<file path="src/rtl/integ_dump_decim.sv">
// integ_dump_decim: multi-channel integrate-and-dump decimator.
// Counts its own decimation periods, normalises each dump by clog2(rate)
// less a programmable gain, and saturates to BW bits.
// Optional build macro INTEG_DUMP_ROUND_EN: round half up before the
// normalising shift instead of truncating.
module integ_dump_decim #(
  parameter int BW         = 16,
  parameter int MAXBITGAIN = 8,
  parameter int NCHAN      = 2,
  parameter int RATE_W     = 8
) (
  input  logic                  clock,
  input  logic                  reset,
  input  logic                  enable,
  input  logic [RATE_W-1:0]     rate,
  input  logic [3:0]            gain,
  input  logic                  strobe_in,
  input  logic [NCHAN*BW-1:0]   signal_in,
  output logic                  strobe_out,
  output logic [NCHAN*BW-1:0]   signal_out,
  output logic [NCHAN-1:0]      sat_flag
);

  localparam int AW = BW + MAXBITGAIN;
  localparam int SW = 8;

  localparam logic [RATE_W-1:0]     RATE_ONE  = {{(RATE_W-1){1'b0}}, 1'b1};
  localparam logic [RATE_W-1:0]     RATE_ZERO = {RATE_W{1'b0}};
  localparam logic [SW-1:0]         SHIFT_ZERO = {SW{1'b0}};
  localparam logic signed [AW:0]    SAT_MAX   = {{(AW-BW+2){1'b0}}, {(BW-1){1'b1}}};
  localparam logic signed [AW:0]    SAT_MIN   = {{(AW-BW+2){1'b1}}, {(BW-1){1'b0}}};
  localparam logic [BW-1:0]         SAT_MAX_N = {1'b0, {(BW-1){1'b1}}};
  localparam logic [BW-1:0]         SAT_MIN_N = {1'b1, {(BW-1){1'b0}}};
`ifdef INTEG_DUMP_ROUND_EN
  localparam logic [SW-1:0]         SHIFT_ONE = {{(SW-1){1'b0}}, 1'b1};
  localparam logic [AW:0]           HALF_BASE = {{AW{1'b0}}, 1'b1};
`endif

  // Ceiling log2 of a non-zero period length; clog2(1) = 0.
  function automatic logic [SW-1:0] clog2_f(input logic [RATE_W-1:0] v);
    logic [RATE_W-1:0] m;
    logic [SW-1:0]     n;
    m = v - RATE_ONE;
    n = SHIFT_ZERO;
    for (int i = 0; i < RATE_W; i++) begin
      if (m[i]) n = SW'(i + 1);
      else      n = n;
    end
    return n;
  endfunction

  logic                     clear_s;
  logic                     start_r;
  logic [RATE_W-1:0]        reff_r;
  logic [3:0]               g_r;
  logic [RATE_W-1:0]        count_r;
  logic [RATE_W-1:0]        rate_eff_s;
  logic [RATE_W-1:0]        cur_reff_s;
  logic [3:0]               cur_g_s;
  logic [RATE_W-1:0]        cur_count_s;
  logic                     dump_now_s;
  logic [SW-1:0]            lg_s;
  logic [SW-1:0]            shift_s;
  logic signed [AW-1:0]     in_ext_s   [NCHAN];
  logic signed [AW-1:0]     accum_r    [NCHAN];
  logic signed [AW-1:0]     dump_r     [NCHAN];
  logic                     v1_r;
  logic [SW-1:0]            s1_r;
  logic signed [AW:0]       pre_s      [NCHAN];
  logic signed [AW:0]       norm_s     [NCHAN];
  logic signed [AW:0]       shifted_r  [NCHAN];
  logic                     v2_r;
  logic [BW-1:0]            sat_val_s  [NCHAN];
  logic [NCHAN-1:0]         sat_s;

  // Period parameters: fresh from the ports on the first clock after a clear,
  // otherwise the values latched at the last period start.
  always_comb begin
    clear_s    = reset | ~enable;
    rate_eff_s = (rate == RATE_ZERO) ? RATE_ONE : rate;
    if (start_r) begin
      cur_reff_s  = rate_eff_s;
      cur_g_s     = gain;
      cur_count_s = rate_eff_s - RATE_ONE;
    end else begin
      cur_reff_s  = reff_r;
      cur_g_s     = g_r;
      cur_count_s = count_r;
    end
    dump_now_s = strobe_in & (cur_count_s == RATE_ZERO);
    lg_s       = clog2_f(cur_reff_s);
    if (lg_s > {{(SW-4){1'b0}}, cur_g_s}) shift_s = lg_s - {{(SW-4){1'b0}}, cur_g_s};
    else                                  shift_s = SHIFT_ZERO;
  end

  // Sign-extend every channel's input to accumulator width.
  always_comb begin
    for (int k = 0; k < NCHAN; k++) begin
      in_ext_s[k] = AW'($signed(signal_in[k*BW +: BW]));
    end
  end

  // Stage 1: period counter, accumulation and dump capture.
  always_ff @(posedge clock) begin
    if (clear_s) begin
      start_r <= 1'b1;
      reff_r  <= RATE_ONE;
      g_r     <= 4'd0;
      count_r <= RATE_ZERO;
      v1_r    <= 1'b0;
      s1_r    <= SHIFT_ZERO;
      for (int k = 0; k < NCHAN; k++) begin
        accum_r[k] <= {AW{1'b0}};
        dump_r[k]  <= {AW{1'b0}};
      end
    end else begin
      start_r <= 1'b0;
      v1_r    <= dump_now_s;
      if (dump_now_s) begin
        // Dump closes the period and starts the next with the live rate/gain.
        reff_r  <= rate_eff_s;
        g_r     <= gain;
        count_r <= rate_eff_s - RATE_ONE;
        s1_r    <= shift_s;
        for (int k = 0; k < NCHAN; k++) begin
          dump_r[k]  <= accum_r[k] + in_ext_s[k];
          accum_r[k] <= {AW{1'b0}};
        end
      end else if (strobe_in) begin
        reff_r  <= cur_reff_s;
        g_r     <= cur_g_s;
        count_r <= cur_count_s - RATE_ONE;
        for (int k = 0; k < NCHAN; k++) begin
          accum_r[k] <= accum_r[k] + in_ext_s[k];
        end
      end else begin
        reff_r  <= cur_reff_s;
        g_r     <= cur_g_s;
        count_r <= cur_count_s;
      end
    end
  end

  // Normalising shift of each dump, optionally rounded half up.
  always_comb begin
    for (int k = 0; k < NCHAN; k++) begin
      pre_s[k] = {dump_r[k][AW-1], dump_r[k]};
`ifdef INTEG_DUMP_ROUND_EN
      if (s1_r != SHIFT_ZERO) pre_s[k] = pre_s[k] + (HALF_BASE << (s1_r - SHIFT_ONE));
      else                    pre_s[k] = pre_s[k];
`endif
      norm_s[k] = pre_s[k] >>> s1_r;
    end
  end

  // Stage 2: register the normalised values.
  always_ff @(posedge clock) begin
    if (clear_s) begin
      v2_r <= 1'b0;
      for (int k = 0; k < NCHAN; k++) shifted_r[k] <= {(AW+1){1'b0}};
    end else begin
      v2_r <= v1_r;
      if (v1_r) begin
        for (int k = 0; k < NCHAN; k++) shifted_r[k] <= norm_s[k];
      end
    end
  end

  // Clamp each channel to the BW-bit two's complement range.
  always_comb begin
    sat_s = {NCHAN{1'b0}};
    for (int k = 0; k < NCHAN; k++) begin
      sat_val_s[k] = {BW{1'b0}};
      if (shifted_r[k] > SAT_MAX) begin
        sat_val_s[k] = SAT_MAX_N;
        sat_s[k]     = 1'b1;
      end else if (shifted_r[k] < SAT_MIN) begin
        sat_val_s[k] = SAT_MIN_N;
        sat_s[k]     = 1'b1;
      end else begin
        sat_val_s[k] = shifted_r[k][BW-1:0];
        sat_s[k]     = 1'b0;
      end
    end
  end

  // Stage 3: registered outputs, held between strobes.
  always_ff @(posedge clock) begin
    if (clear_s) begin
      strobe_out <= 1'b0;
      signal_out <= {(NCHAN*BW){1'b0}};
      sat_flag   <= {NCHAN{1'b0}};
    end else begin
      strobe_out <= v2_r;
      if (v2_r) begin
        sat_flag <= sat_s;
        for (int k = 0; k < NCHAN; k++) signal_out[k*BW +: BW] <= sat_val_s[k];
      end
    end
  end

endmodule

</file>
<file path="config.mk">
export PLATFORM = sky130hd
export DESIGN_NAME = integ_dump_decim
export DESIGN_NICKNAME = d
export VERILOG_FILES = /design/src/rtl/integ_dump_decim.sv
export SDC_FILE = /design/constraint.sdc
export NUM_CORES = 1
export LEC_CHECK = 0
export BUFFER_PORTS_ARGS = -buffer_cell sky130_fd_sc_hd__buf_2
export CAP_MARGIN = 40
export CORE_MARGIN = 10
export CORE_UTILIZATION = 25
export DETAILED_ROUTE_END_ITERATION = 6
export GPL_ROUTABILITY_DRIVEN = 0
export PLACE_DENSITY = 0.36
export SYNTH_ARGS = -nofsm -noshare
export SYNTH_HDL_FRONTEND = slang
export SYNTH_SLANG_ARGS = --single-unit
</file>
<file path="constraint.sdc">
create_clock -name clock -period 8.8 [get_ports clock]
set_input_delay 1.76 -clock clock [delete_from_list [all_inputs] [get_ports clock]]
set_output_delay 1.76 -clock clock [all_outputs]
set_load 0.02 [all_outputs]
</file>
== Word-level counts from Yosys, hierarchy flattened ==
Memory sizes are Yosys's and may differ from the RTL's.
Cells that the tools add are included.

* Add/sub/neg operators: 6
* Magnitude comparators: 5
* Shift-type cells: 2
* Multiplexer cells: 45
* Bitwise logic cells: 11
* Reduce and logical (&&, ||, !) cells: 2

{| class="wikitable"
|+ Operators by type and width
! kind !! number
|-
| $mux W24 || 6
|-
| $mux W8 || 14
|-
| $mux W16 || 4
|-
| $gt A25 B16 Y1 const B || 2
|-
| $lt A25 B16 Y1 const B || 2
|-
| $mux W25 || 2
|-
| $sshr A24 B8 Y25 || 2
|-
| $add A24 B16 Y24 || 2
|-
| $sub A8 B1 Y8 const B || 3
|-
| $mux W1 || 17
|-
| $logic_not A8 Y1 || 2
|-
| $or A1 B1 Y1 || 9
|-
| $gt A8 B4 Y1 || 1
|-
| $mux W4 || 2
|-
| $sub A8 B4 Y8 || 1
|-
| $and A1 B1 Y1 || 1
|-
| $not A1 Y1 || 1
|}

* Register bits after elaboration: 66
* RAM bits: 146
* Input bits: 48
* Memories: 3

{| class="wikitable"
|+ Memories
! name !! words !! bits a word !! rd ports !! clocked after memory_dff !! wr ports !! RTL line !! source
|-
| shifted_r || 2 || 25 || 2 || 0 || 2 || 71 || <nowiki>logic signed [AW:0] shifted_r [NCHAN];</nowiki>
|-
| accum_r || 2 || 24 || 2 || 0 || 2 || 65 || <nowiki>logic signed [AW-1:0] accum_r [NCHAN];</nowiki>
|-
| dump_r || 2 || 24 || 2 || 0 || 2 || 66 || <nowiki>logic signed [AW-1:0] dump_r [NCHAN];</nowiki>
|}

== Depth between registers and ports, before layout ==
Gate-level depths: netlist of the first run.

* Depth after elaboration: 14
* Mapped depth: 20
* Mapped depth without buffers: 17

== Least setup slack after synthesis of the first run ==
No wires, ideal clock.

* Kind: input to register
* Start point: input port rate[4]
* End point: memory dump_r[0][0] in the netlist's numbering (enable)
* Setup time: 0.382 ns
* Arrival: 4.364 ns
* Setup slack: 4.054 ns
* Stages on the path: 12
* Path buffers: 2
* Cell sequence: clkbuf_1 -> nor4_1 -> a21oi_1 -> ha_1 -> nor3b_1 -> xnor2_1 -> a21oi_1 -> nor4b_4 -> and3_4 -> buf_6 -> nor2_4 -> inv_2

{| class="wikitable"
|+ RTL lines
! item !! RTL line !! source
|-
| start: declaration || 15 || <nowiki>input logic [RATE_W-1:0] rate,</nowiki>
|-
| end: declaration || 66 ||
|}

== Final worst setup path of the first run ==
* Start point: input port rate[6]
* End point: register s1_r[7]

* Word-level cells in the longest chain between the ends: 14
* Elaborated cells between the ends (all ways): 19

{| class="wikitable"
|+ Ends and longest elaborated chain
! item !! RTL line !! source
|-
| $logic_not A8 Y1 || 80 || <nowiki>rate_eff_s = (rate == RATE_ZERO) ? RATE_ONE : rate;</nowiki>
|-
| $mux W8 (*) || 80 ||
|-
| $mux W8 || 81 || <nowiki>if (start_r) begin</nowiki>
|-
| $sub A8 B1 Y8 || 43 || <nowiki>m = v - RATE_ONE;</nowiki>
|-
| $mux W1 || 46 || <nowiki>if (m[i]) n = SW'(i + 1);</nowiki>
|-
| $mux W8 (7 in a row) || 46 ||
|-
| $sub A8 B4 Y8 / $gt A8 B4 Y1 (equally long branches) || 92 || <nowiki>if (lg_s > {{(SW-4){1'b0}}, cur_g_s}) shift_s = lg_s - {{(SW-4){1'b0}}, cur_g_s};</nowiki>
|-
| $mux W8 || 92 ||
|-
| end signal: assignment || 124 || <nowiki>s1_r <= shift_s;</nowiki>
|-
| end: declaration || 68 || <nowiki>logic [SW-1:0] s1_r;</nowiki>
|}

Every way passes the cells marked *; elsewhere a longest branch is shown, timed or not.
A chain may end at the register's enable or synchronous reset.

==> impl_metrics.env, run 1 <==
export IMPL_status="finished, final reports clean"
export IMPL_yosysWarnings=0
export IMPL_grt_busiest_layer="met2"
export IMPL_cp_max_fo=8
export IMPL_cts_hold_buffers=0
export IMPL_dp_cells=2059
export IMPL_drive_gt1_share_pct=15.9
export IMPL_coreArea_mm2=0.0512
export IMPL_synth_cell_type_count=68
export IMPL_synth_flop_cell="edfxtp_1"
export IMPL_total_power_w=0.00262
export IMPL_grt_pass1_wl_um=57100
export IMPL_met1_usage_pct=16.8
export IMPL_slew_headroom_pct=42.2
export IMPL_synth_top_cell_by_area="edfxtp_1"
export IMPL_antenna_found_initial=0
export IMPL_timing_hold_ws_ns=0.488
export IMPL_numCtsBuffers=28
export IMPL_fin_crit_ns=4.61
export IMPL_met3_usage_pct=1.95
export IMPL_power_leakage_nw=6.09
export IMPL_synth_seq_cells=209
export IMPL_cts_max_level=1
export IMPL_finalClockSkew_ns=0.0142
export IMPL_post_place_ws_ns=3.63
export IMPL_layout_commonest_cell="nor2_1"
export IMPL_synth_top_area_share_pct=33.5
export IMPL_syn_instance_count=1360
export IMPL_grt_ovfl_total=0
export IMPL_die_area_mm2=0.0612
export IMPL_vdd_ir_drop_max_mv=0.148
export IMPL_finalWirelength_um=35400
export IMPL_die_w_um=247
export IMPL_synth_edff_count=144
export IMPL_insertion_delay_ns=0.56
export IMPL_row_count=83
export IMPL_hold_violations=0
export IMPL_instances_no_fill=2111
export IMPL_async_flop_share_pct=0
export IMPL_antenna_cells=0
export IMPL_drc=0
export IMPL_vias=9846
export IMPL_netlist_top_cells_area="edfxtp_1 33%, dfxtp_1 10%, mux2i_1 6.0%, nor2_1 5.6%, ha_1 5.3%"
export IMPL_dp_hpwl_um=25800
export IMPL_ios=83
export IMPL_post_route_period_util_pct=52.4
export IMPL_nNetsFinal=1516
export IMPL_rsz0062_at_grt="false"
export IMPL_critPathArrivalTime_ns=5.11
export IMPL_cts_tree="done"
export IMPL_post_cts_buffers=0
export IMPL_die_y_um=247
export IMPL_crit_required_ns=9.30
export IMPL_io_buffers=82
export IMPL_grt_max_degree=51
export IMPL_setup_violations=0
export IMPL_fin_tns_setup_ns=0
export IMPL_cellPowerDensity_mw_per_mm2=176
export IMPL_maxSlewViolCount=0
export IMPL_grtUsageMet2_pct=16.9
export IMPL_critPathKind="input pin to flop"
export IMPL_dr_pass1_iters=5
export IMPL_wire_per_inst_um=16.8
export IMPL_cts_resized=0
export IMPL_clock_sinks=209
export IMPL_grt_use_total_pct=11.4
export IMPL_synth_area_mm2=0.0129
export IMPL_hold_path_class="flop to flop"
export IMPL_maxCapViolCount=0
export IMPL_crit_path_start_kind="input pin"
export IMPL_initial_core_util_pct=25.2
export IMPL_viasPerCell=4.66
export IMPL_finalWorstSetupSlack_ns=4.19
export IMPL_end_kind="flop"
export IMPL_synth_seq_area_share_pct=43.6
export IMPL_grt_pass1_vias=9865
export IMPL_synth_nets=1467
export IMPL_cts_root_buf="clkbuf_16"
export IMPL_avgSynthCellArea_um2=9.50
export IMPL_cts_reportedPaths_clkPinSlew_ns=0.06
export IMPL_drtIter0Drc=574
export IMPL_maxClockFrequency_mhz=217
export IMPL_area_growth_pct=15.6
export IMPL_cts_max_path_buffers=3
export IMPL_worst_pin_slew_ns=0.864
export IMPL_antenna_left=0
export IMPL_final_cell_mix="192 x nor2_1, 144 x edfxtp_1, 121 x o21ai_0, 117 x a21oi_1, 100 x nand2_1"
## final timing paths
kind / cells after the start / to / slack (ns) / startpoint
worst max-delay path: 15 / s1_r[7] / 4.19 / rate[6]
worst min-delay path: 2 / s1_r[0] / 0.49 / s1_r[0]
worst max register to register: 15 / s1_r[7] / 4.84 / start_r
worst min register to register: 2 / s1_r[0] / 0.49 / s1_r[0]
## synth_stat cells, types with 3 or more instances
library cell  count
ha_1             55
o22ai_1           8
a31oi_1          26
nor4_1            7
a21oi_1         117
o21ai_1           5
nor2b_1          10
dfxtp_1          65
nor3_1           12
o31a_1            4
o21a_1           16
and2_1            7
fa_1              4
mux4_2            4
edfxtp_1        144
buf_2             7
nor3b_1           5
or3_1             7
o21bai_1          8
o21ai_0         121
a211oi_1         21
mux2_2           56
nor2_1          192
xnor2_1          28
a21boi_0          5
and3_1            8
a21o_1           15
buf_1            11
or2_2             3
nand4_1           8
inv_1            37
clkbuf_1         52
o211ai_1          4
nand3_1          16
buf_6             7
nand2b_1         25
nand2_1         100
or4_1             3
mux2i_1          77
xor2_1           21
o31ai_1           3
## report_power, final
| part | internal, W | switching, W |
|---|---|---|
| Clock | 0.000684 | 0.000468 |
| Sequential | 0.00109 | 0.0000179 |
| Combinational | 0.000142 | 0.000223 |
## final cells by class
type                    instances  area, um^2
flip-flops and latches        209        5630
repair buffers                 98         558
well taps                     680         851
multi-input cells            1033        6790
fillers                      5452       36300
clock buffers                  38         855
clock inverters                14        97.6
inverters                      39         146
## registers in the layout, indices dropped and copies added, names as in the netlist
name / flops
s1_r: 7
strobe_out: 1
v2_r: 1
v1_r: 1
count_r: 8
accum_r: 48
signal_out: 32
reff_r: 8
shifted_r: 48
sat_flag: 2
start_r: 1
g_r: 4
dump_r: 48
## critical path, stage by stage
cell and delay, ns:
buf_2 0.17, nor3_1 0.08, a211o_1 0.34, a21oi_1 0.47
nand4_1 0.18, xnor2_1 0.39, o21ai_0 0.22, ha_1 0.27
fa_1 0.40, inv_1 0.07, a21o_1 0.10, a21oi_1 0.07
a41oi_1 0.24, and3_1 0.22, a22o_1 0.13
## cell families after synthesis
group	count (synthesis)	synth area share [%]
and+or+nand+nor	413	14.5
AOI/OAI and AO/OA	375	17.1
DFF	209	43.6
muxes	137	11.5
buffers and inverters	118	3.96
adders and majority gates	59	5.95
xor gates and xnor gates	49	3.32
## per-stage QoR
step	utilization (%)	instance area, um^2
3_3_place_gp	27.2	13900
4_1_cts	29.2	14900
6_report	29.2	14900
5_1_grt	29.2	14900
3_5_place_dp	27.3	14000
2_1_floorplan	-	12900
## metal layers
metal  wire (um)  up-vias
met3        1510       37
li1            -     5044
met1       18500     4611
met2       14900      154
met5           0        -
met4         561        0
(Power assumes the default switching activity.)
==> inputs of run 2 (changes only) <==
Clock period 8.8 ns to 4.5 ns, I/O delays scaled along.
==> impl_metrics.env, run 2 (same netlist as run 1, synthesis figures left out) <==
export IMPL_maxClockFrequency_mhz=273
export IMPL_die_w_um=247
export IMPL_ios=83
export IMPL_end_kind="flop"
export IMPL_crit_chain="buf_2 -> nor3_1 -> a211o_1 -> a21oi_1 -> nand4_1 -> xnor2_1 -> o21ai_0 -> ha_1 -> fa_1 -> inv_1 -> a21o_1 -> a21oi_1 -> a41oi_1 -> and3_1 -> a22o_1"
export IMPL_final_cell_mix="192 x nor2_1, 144 x edfxtp_1, 121 x o21ai_0, 117 x a21oi_1, 100 x nand2_1"
export IMPL_crit_path_start_kind="input pin"
export IMPL_post_route_period_util_pct=81.4
export IMPL_numCtsBuffers=28
export IMPL_cts_max_path_buffers=3
export IMPL_critPathKind="input pin to flop"
export IMPL_worst_path_max_delay_cell="a21oi_1"
export IMPL_crit_path_frequent_cell="a21oi_1"
export IMPL_slowest_delay_ns=0.46
export IMPL_cts_resized=0
export IMPL_maxSlewViolCount=0
export IMPL_vdd_ir_drop_max_mv=0.220
export IMPL_cellPowerDensity_mw_per_mm2=348
export IMPL_endpoint="s1_r[7]"
export IMPL_cts_reportedPaths_clkPinSlew_ns=0.06
export IMPL_met2_length_um=15300
export IMPL_crit_start="rate[6]"
export IMPL_area_growth_pct=16.3
export IMPL_dp_hpwl_um=26100
export IMPL_finalClockSkew_ns=0.0237
export IMPL_antenna_left=0
export IMPL_num_fill_cells=5389
export IMPL_insertion_delay_ns=0.56
export IMPL_initial_core_util_pct=25.2
export IMPL_finalWirelength_um=35900
export IMPL_cts_max_level=1
export IMPL_post_cts_buffers=0
export IMPL_cts_hold_buffers=0
export IMPL_antenna_cells=0
export IMPL_cts_root_buf="clkbuf_16"
export IMPL_critPathArrivalTime_ns=4.15
export IMPL_status="finished, final reports clean"
export IMPL_reg2reg_depth=14
export IMPL_top_layer="met4"
export IMPL_row_count=83
export IMPL_cts_tree="done"
export IMPL_worst_pin_slew_ns=0.867
export IMPL_coreArea_mm2=0.0512
export IMPL_cp_max_fo=8
export IMPL_grt_pass1_vias=9995
export IMPL_total_power_w=0.00524
export IMPL_wl_met3_um=1340
export IMPL_hold_violations=0
export IMPL_power_leakage_nw=6.15
export IMPL_setup_violations=0
export IMPL_crit_required_ns=4.99
export IMPL_fin_tns_setup_ns=0
export IMPL_antenna_found_initial=1
export IMPL_drtIter0Drc=541
export IMPL_fin_crit_ns=3.66
export IMPL_die_y_um=247
export IMPL_clock_sinks=209
export IMPL_viasPerCell=4.65
export IMPL_path_buf_inv=2
export IMPL_rsz0062_at_grt="false"
export IMPL_reg2reg_from="start_r"
export IMPL_vias=9857
export IMPL_die_area_mm2=0.0612
export IMPL_grt_use_total_pct=11.6
export IMPL_cp_depth=15
export IMPL_dr_pass1_iters=5
export IMPL_r2r_slack_ns=0.88
export IMPL_grt_ovfl_total=0
export IMPL_path_delay_family="compound AO/OA/AOI/OAI gates"
export IMPL_maxCapViolCount=0
export IMPL_nNetsFinal=1526
export IMPL_io_buffers=82
export IMPL_slew_headroom_pct=42.0
export IMPL_layout_commonest_cell="nor2_1"
export IMPL_r2r_end="s1_r[7]"
export IMPL_drc=0
export IMPL_hold_path_class="flop to flop"
export IMPL_top_regs="accum_r x48, dump_r x48, shifted_r x48"
export IMPL_min_delay_start="signal_out[23]"
export IMPL_wire_per_inst_um=16.9
export IMPL_grt_max_degree=50
export IMPL_wl_met1_um=18700
export IMPL_grt_pass1_wl_um=57600
export IMPL_drive_gt1_share_pct=16.0
==> run 2: routing by layer <==
layer  track usage (%)  up-vias
met2              17.7      124
met5                 0        -
met3              2.07       39
met4              2.40        0
met1              16.7     4625
li1                  -     5069
==> run 2: power by group <==
group	leakage [nW]	switching (W)	internal, W
logic	3.53	0.000441	0.000285
registers	2.15	0.0000337	0.00213
clock network	0.460	0.000885	0.00146
total	6.15	0.00136	0.00388
==> run 2: cell type report <==
type	count	area, um^2	area share [%]
Clock inverter	17	215	1.43
Clock buffer	34	744	4.95
Multi-Input combinational cell	1033	6790	45.2
Inverter	39	146	0.974
Sequential cell	209	5630	37.5
Timing Repair Buffer	108	651	4.33
Tap cell	680	851	5.66
==> run 2: worst min path at each step <==
stage          cells after the start              to
6_report                           2  signal_out[23]
5_1_grt                            2  signal_out[17]
4_1_cts                            2  signal_out[16]
3_5_place_dp                       2  signal_out[17]
3_3_place_gp                       2  signal_out[30]
2_1_floorplan                      2       reff_r[5]
==> run 2: worst reg2reg max path, delay by kind of cell (launching register included) <==
| kind | cells | cell delay (ns) |
|---|---|---|
| AOI/OAI and AO/OA | 5 | 0.72 |
| xor gates and xnor gates | 1 | 0.37 |
| adders and majority gates | 2 | 0.65 |
| buffers and inverters | 2 | 0.41 |
| DFF | 1 | 0.42 |
| muxes | 1 | 0.42 |
| and+or+nand+nor | 3 | 0.57 |
==> run 2: through the flow <==
step	std cells	utilization, %	worst slack (ns)	cell area (um^2)	hold WS (ns)
2_1_floorplan	1360	-	0.614	12900	0.463
3_3_place_gp	2068	27.4	0.310	14000	0.483
3_5_place_dp	2069	27.5	0.260	14100	0.484
4_1_cts	2120	29.4	0.811	15000	0.496
5_1_grt	2120	29.4	0.461	15000	0.508
6_report	2120	29.4	0.835	15000	0.492
==> inputs of run 3 (changes only) <==
Settings changed: ABC_AREA set to 1, PLACE_DENSITY 0.36 to 0.37.
Clock period 4.5 ns to 3.19 ns, I/O delays scaled along.
==> impl_metrics.env, run 3 <==
export IMPL_status="finished, final reports clean"
export IMPL_hold_path_class="input pin to flop"
export IMPL_min_to="g_r[2]"
export IMPL_io_buffers=82
export IMPL_finalWirelength_um=39500
export IMPL_finalClockSkew_ns=0.0258
export IMPL_worst_path_max_delay_cell="fa_1"
export IMPL_hold_violations=0
export IMPL_total_power_w=0.00722
export IMPL_slew_headroom_pct=53.7
export IMPL_die_area_mm2=0.0633
export IMPL_antenna_cells=0
export IMPL_timing_hold_ws_ns=0.313
export IMPL_grt_ovfl_total=0
export IMPL_maxSlewViolCount=0
export IMPL_cts_tree="done"
export IMPL_cellPowerDensity_mw_per_mm2=451
export IMPL_power_leakage_nw=7.38
export IMPL_critPathKind="flop to flop"
export IMPL_wire_per_inst_um=15.4
export IMPL_cts_max_level=1
export IMPL_netlist_top_cells_area="edfxtp_1 32%, nand2_1 14%, dfxtp_1 9.7%, nand3_1 6.8%, ha_1 5.1%"
export IMPL_cp_max_fo=11
export IMPL_cts_reportedPaths_clkPinSlew_ns=0.06
export IMPL_insertion_delay_ns=0.56
export IMPL_r2r_end="s1_r[0]"
export IMPL_maxClockFrequency_mhz=331
export IMPL_cts_hold_buffers=0
export IMPL_slowest_delay_ns=0.39
export IMPL_avgSynthCellArea_um2=7.70
export IMPL_end_kind="flop"
export IMPL_syn_instance_count=1741
export IMPL_synth_area_mm2=0.0134
export IMPL_antenna_left=0
export IMPL_top_regs="accum_r x48, dump_r x48, shifted_r x48"
export IMPL_vdd_ir_drop_max_mv=0.327
export IMPL_worst_pin_slew_ns=0.690
export IMPL_dr_pass1_iters=5
export IMPL_crit_path_start_kind="flop"
export IMPL_yosysMostFrequentCell="nand2_1"
export IMPL_wl_met1_um=20800
export IMPL_layout_commonest_cell="nand2_1"
export IMPL_crit_chain="buf_12 -> o21ai_1 -> inv_1 -> nor2_1 -> nand4_1 -> xor2_2 -> buf_4 -> inv_1 -> nand2_1 -> ha_1 -> fa_1 -> nor2_1 -> a211oi_1 -> or2_2 -> o21ai_0"
export IMPL_viasPerCell=4.60
export IMPL_wl_met3_um=1440
export IMPL_grt_max_degree=56
export IMPL_synth_flop_cell="edfxtp_1"
export IMPL_synth_seq_cells=209
export IMPL_met2_length_um=16500
export IMPL_cts_root_buf="clkbuf_16"
export IMPL_min_delay_start="gain[2]"
export IMPL_async_flop_share_pct=0
export IMPL_final_cell_mix="484 x nand2_1, 178 x nand3_1, 162 x nor2_1, 144 x edfxtp_1, 131 x a21oi_1"
export IMPL_synth_seq_area_share_pct=42.0
export IMPL_grt_pass1_vias=11700
export IMPL_placed_area_mm2=0.0150
export IMPL_area_growth_pct=19.4
export IMPL_drtIter0Drc=770
export IMPL_reg2reg_from="start_r"
export IMPL_coreArea_mm2=0.0529
export IMPL_synth_top_cell_by_area="edfxtp_1"
export IMPL_synth_top_area_share_pct=32.3
export IMPL_reg2reg_depth=15
export IMPL_maxCapViolCount=0
export IMPL_stdcell_area_mm2=0.0160
export IMPL_numCtsBuffers=27
export IMPL_die_w_um=252
export IMPL_cts_max_path_buffers=3
export IMPL_vias=11800
export IMPL_synth_nets=1848
export IMPL_clock_sinks=209
export IMPL_die_y_um=252
export IMPL_dp_hpwl_um=29400
export IMPL_ios=83
export IMPL_synth_cell_type_count=52
export IMPL_rsz0062_at_grt="true"
export IMPL_synth_commonest_cells="489 x nand2_1, 181 x nand3_1, 165 x nor2_1"
export IMPL_final_util_pct=30.3
export IMPL_drc=0
export IMPL_grt_pass1_wl_um=64500
export IMPL_nNetsFinal=1964
export IMPL_fin_crit_ns=3.02
export IMPL_antenna_found_initial=0
export IMPL_post_route_period_util_pct=94.8
export IMPL_drive_gt1_share_pct=14.4
export IMPL_yosysWarnings=0
export IMPL_critPathArrivalTime_ns=3.49
export IMPL_synth_edff_count=144
export IMPL_row_count=84
export IMPL_hold_path_cell_count=3
export IMPL_grt_use_total_pct=12.3
export IMPL_r2r_slack_ns=0.17
export IMPL_initial_core_util_pct=25.4
export IMPL_crit_required_ns=3.65
export IMPL_top_layer="met4"
export IMPL_setup_violations=0
==> run 3: cell types whose count changed in the layout (fill, tap and decap cells not counted), sizes merged, moves of 21 or more <==
cell    change
nand2     +397
nand3     +167
inv        +76
mux2i      -65
buf        +57
mux2       -56
nand2b     -25
a31oi      -22
nor2       -21
==> run 3: area by class of cell <==
| type | instances | area [um^2] |
|---|---|---|
| Sequential cell | 209 | 5630 |
| Clock inverter | 14 | 124 |
| Multi-Input combinational cell | 1334 | 7050 |
| Inverter | 119 | 472 |
| Fill cell | 5769 | 36900 |
| Tap cell | 688 | 861 |
| Clock buffer | 35 | 726 |
| Timing Repair Buffer | 166 | 1130 |
==> run 3: worst max path at each step <==
stage | slack (ns) | cells after the start | from | endpoint
after floorplan | -0.24 | 22 | rate[1] | s1_r[3]
after global placement | -0.46 | 23 | rate[1] | s1_r[3]
after detailed placement | -0.47 | 23 | rate[1] | s1_r[3]
after CTS | 0.04 | 19 | start_r | s1_r[3]
after global routing | -0.06 | 19 | start_r | s1_r[3]
final | 0.17 | 15 | start_r | s1_r[0]
==> run 3: where the power goes <==
group | total (W) | internal [W] | switching [W]
logic | 0.00120 | 0.000442 | 0.000761
registers | 0.00305 | 0.00301 | 0.0000428
clock network | 0.00296 | 0.00175 | 0.00121
total | 0.00722 | 0.00520 | 0.00201
==> run 3: cells by family (layout without fill, tap and decap cells) <==
kind of cell	Yosys count	count (layout)	share of synthesized area, %
simple gates	891	891	28.1
compound gates	316	316	13.3
flops	209	209	42.0
buf+inv	198	334	6.19
fa+ha+maj	59	59	5.73
xor+xnor	56	56	3.72
mux	12	12	0.990
==> run 3: through the flow <==
step           std cells  setup TNS (ns)  setup slack (ns)
2_1_floorplan       1741          -0.270            -0.236
3_3_place_gp        2512           -6.51            -0.464
3_5_place_dp        2513           -6.35            -0.471
4_1_cts             2562               0            0.0379
5_1_grt             2565         -0.0699           -0.0551
6_report            2565               0             0.166
==> run 3: worst max-delay path, delay by kind of cell (launching register included) <==
kind                       cells  cell delay [ns]
xor gates and xnor gates       1             0.19
adders and majority gates      2             0.60
buffers and inverters          4             0.49
AOI/OAI and AO/OA              3             0.46
and+or+nand+nor                5             0.85
DFF                            1             0.35
==> run 3: what timing repair did <==
| item | in CTS | in global routing |
|---|---|---|
| buffers inserted | 0 | 2 |
| endpoints found under the setup margin | 1 | 6 |
| cloned | 0 | 1 |
| pin swaps | 1 | 8 |
| endpoints found under the hold margin | 0 | 0 |
| resized for setup | 0 | 17 |
==> run 3: per-layer routing <==
metal	GRT usage, %	vias up
li1	-	6128
met1	18.0	5425
met2	18.5	200
met3	1.92	46
met4	2.58	0
met5	0	-
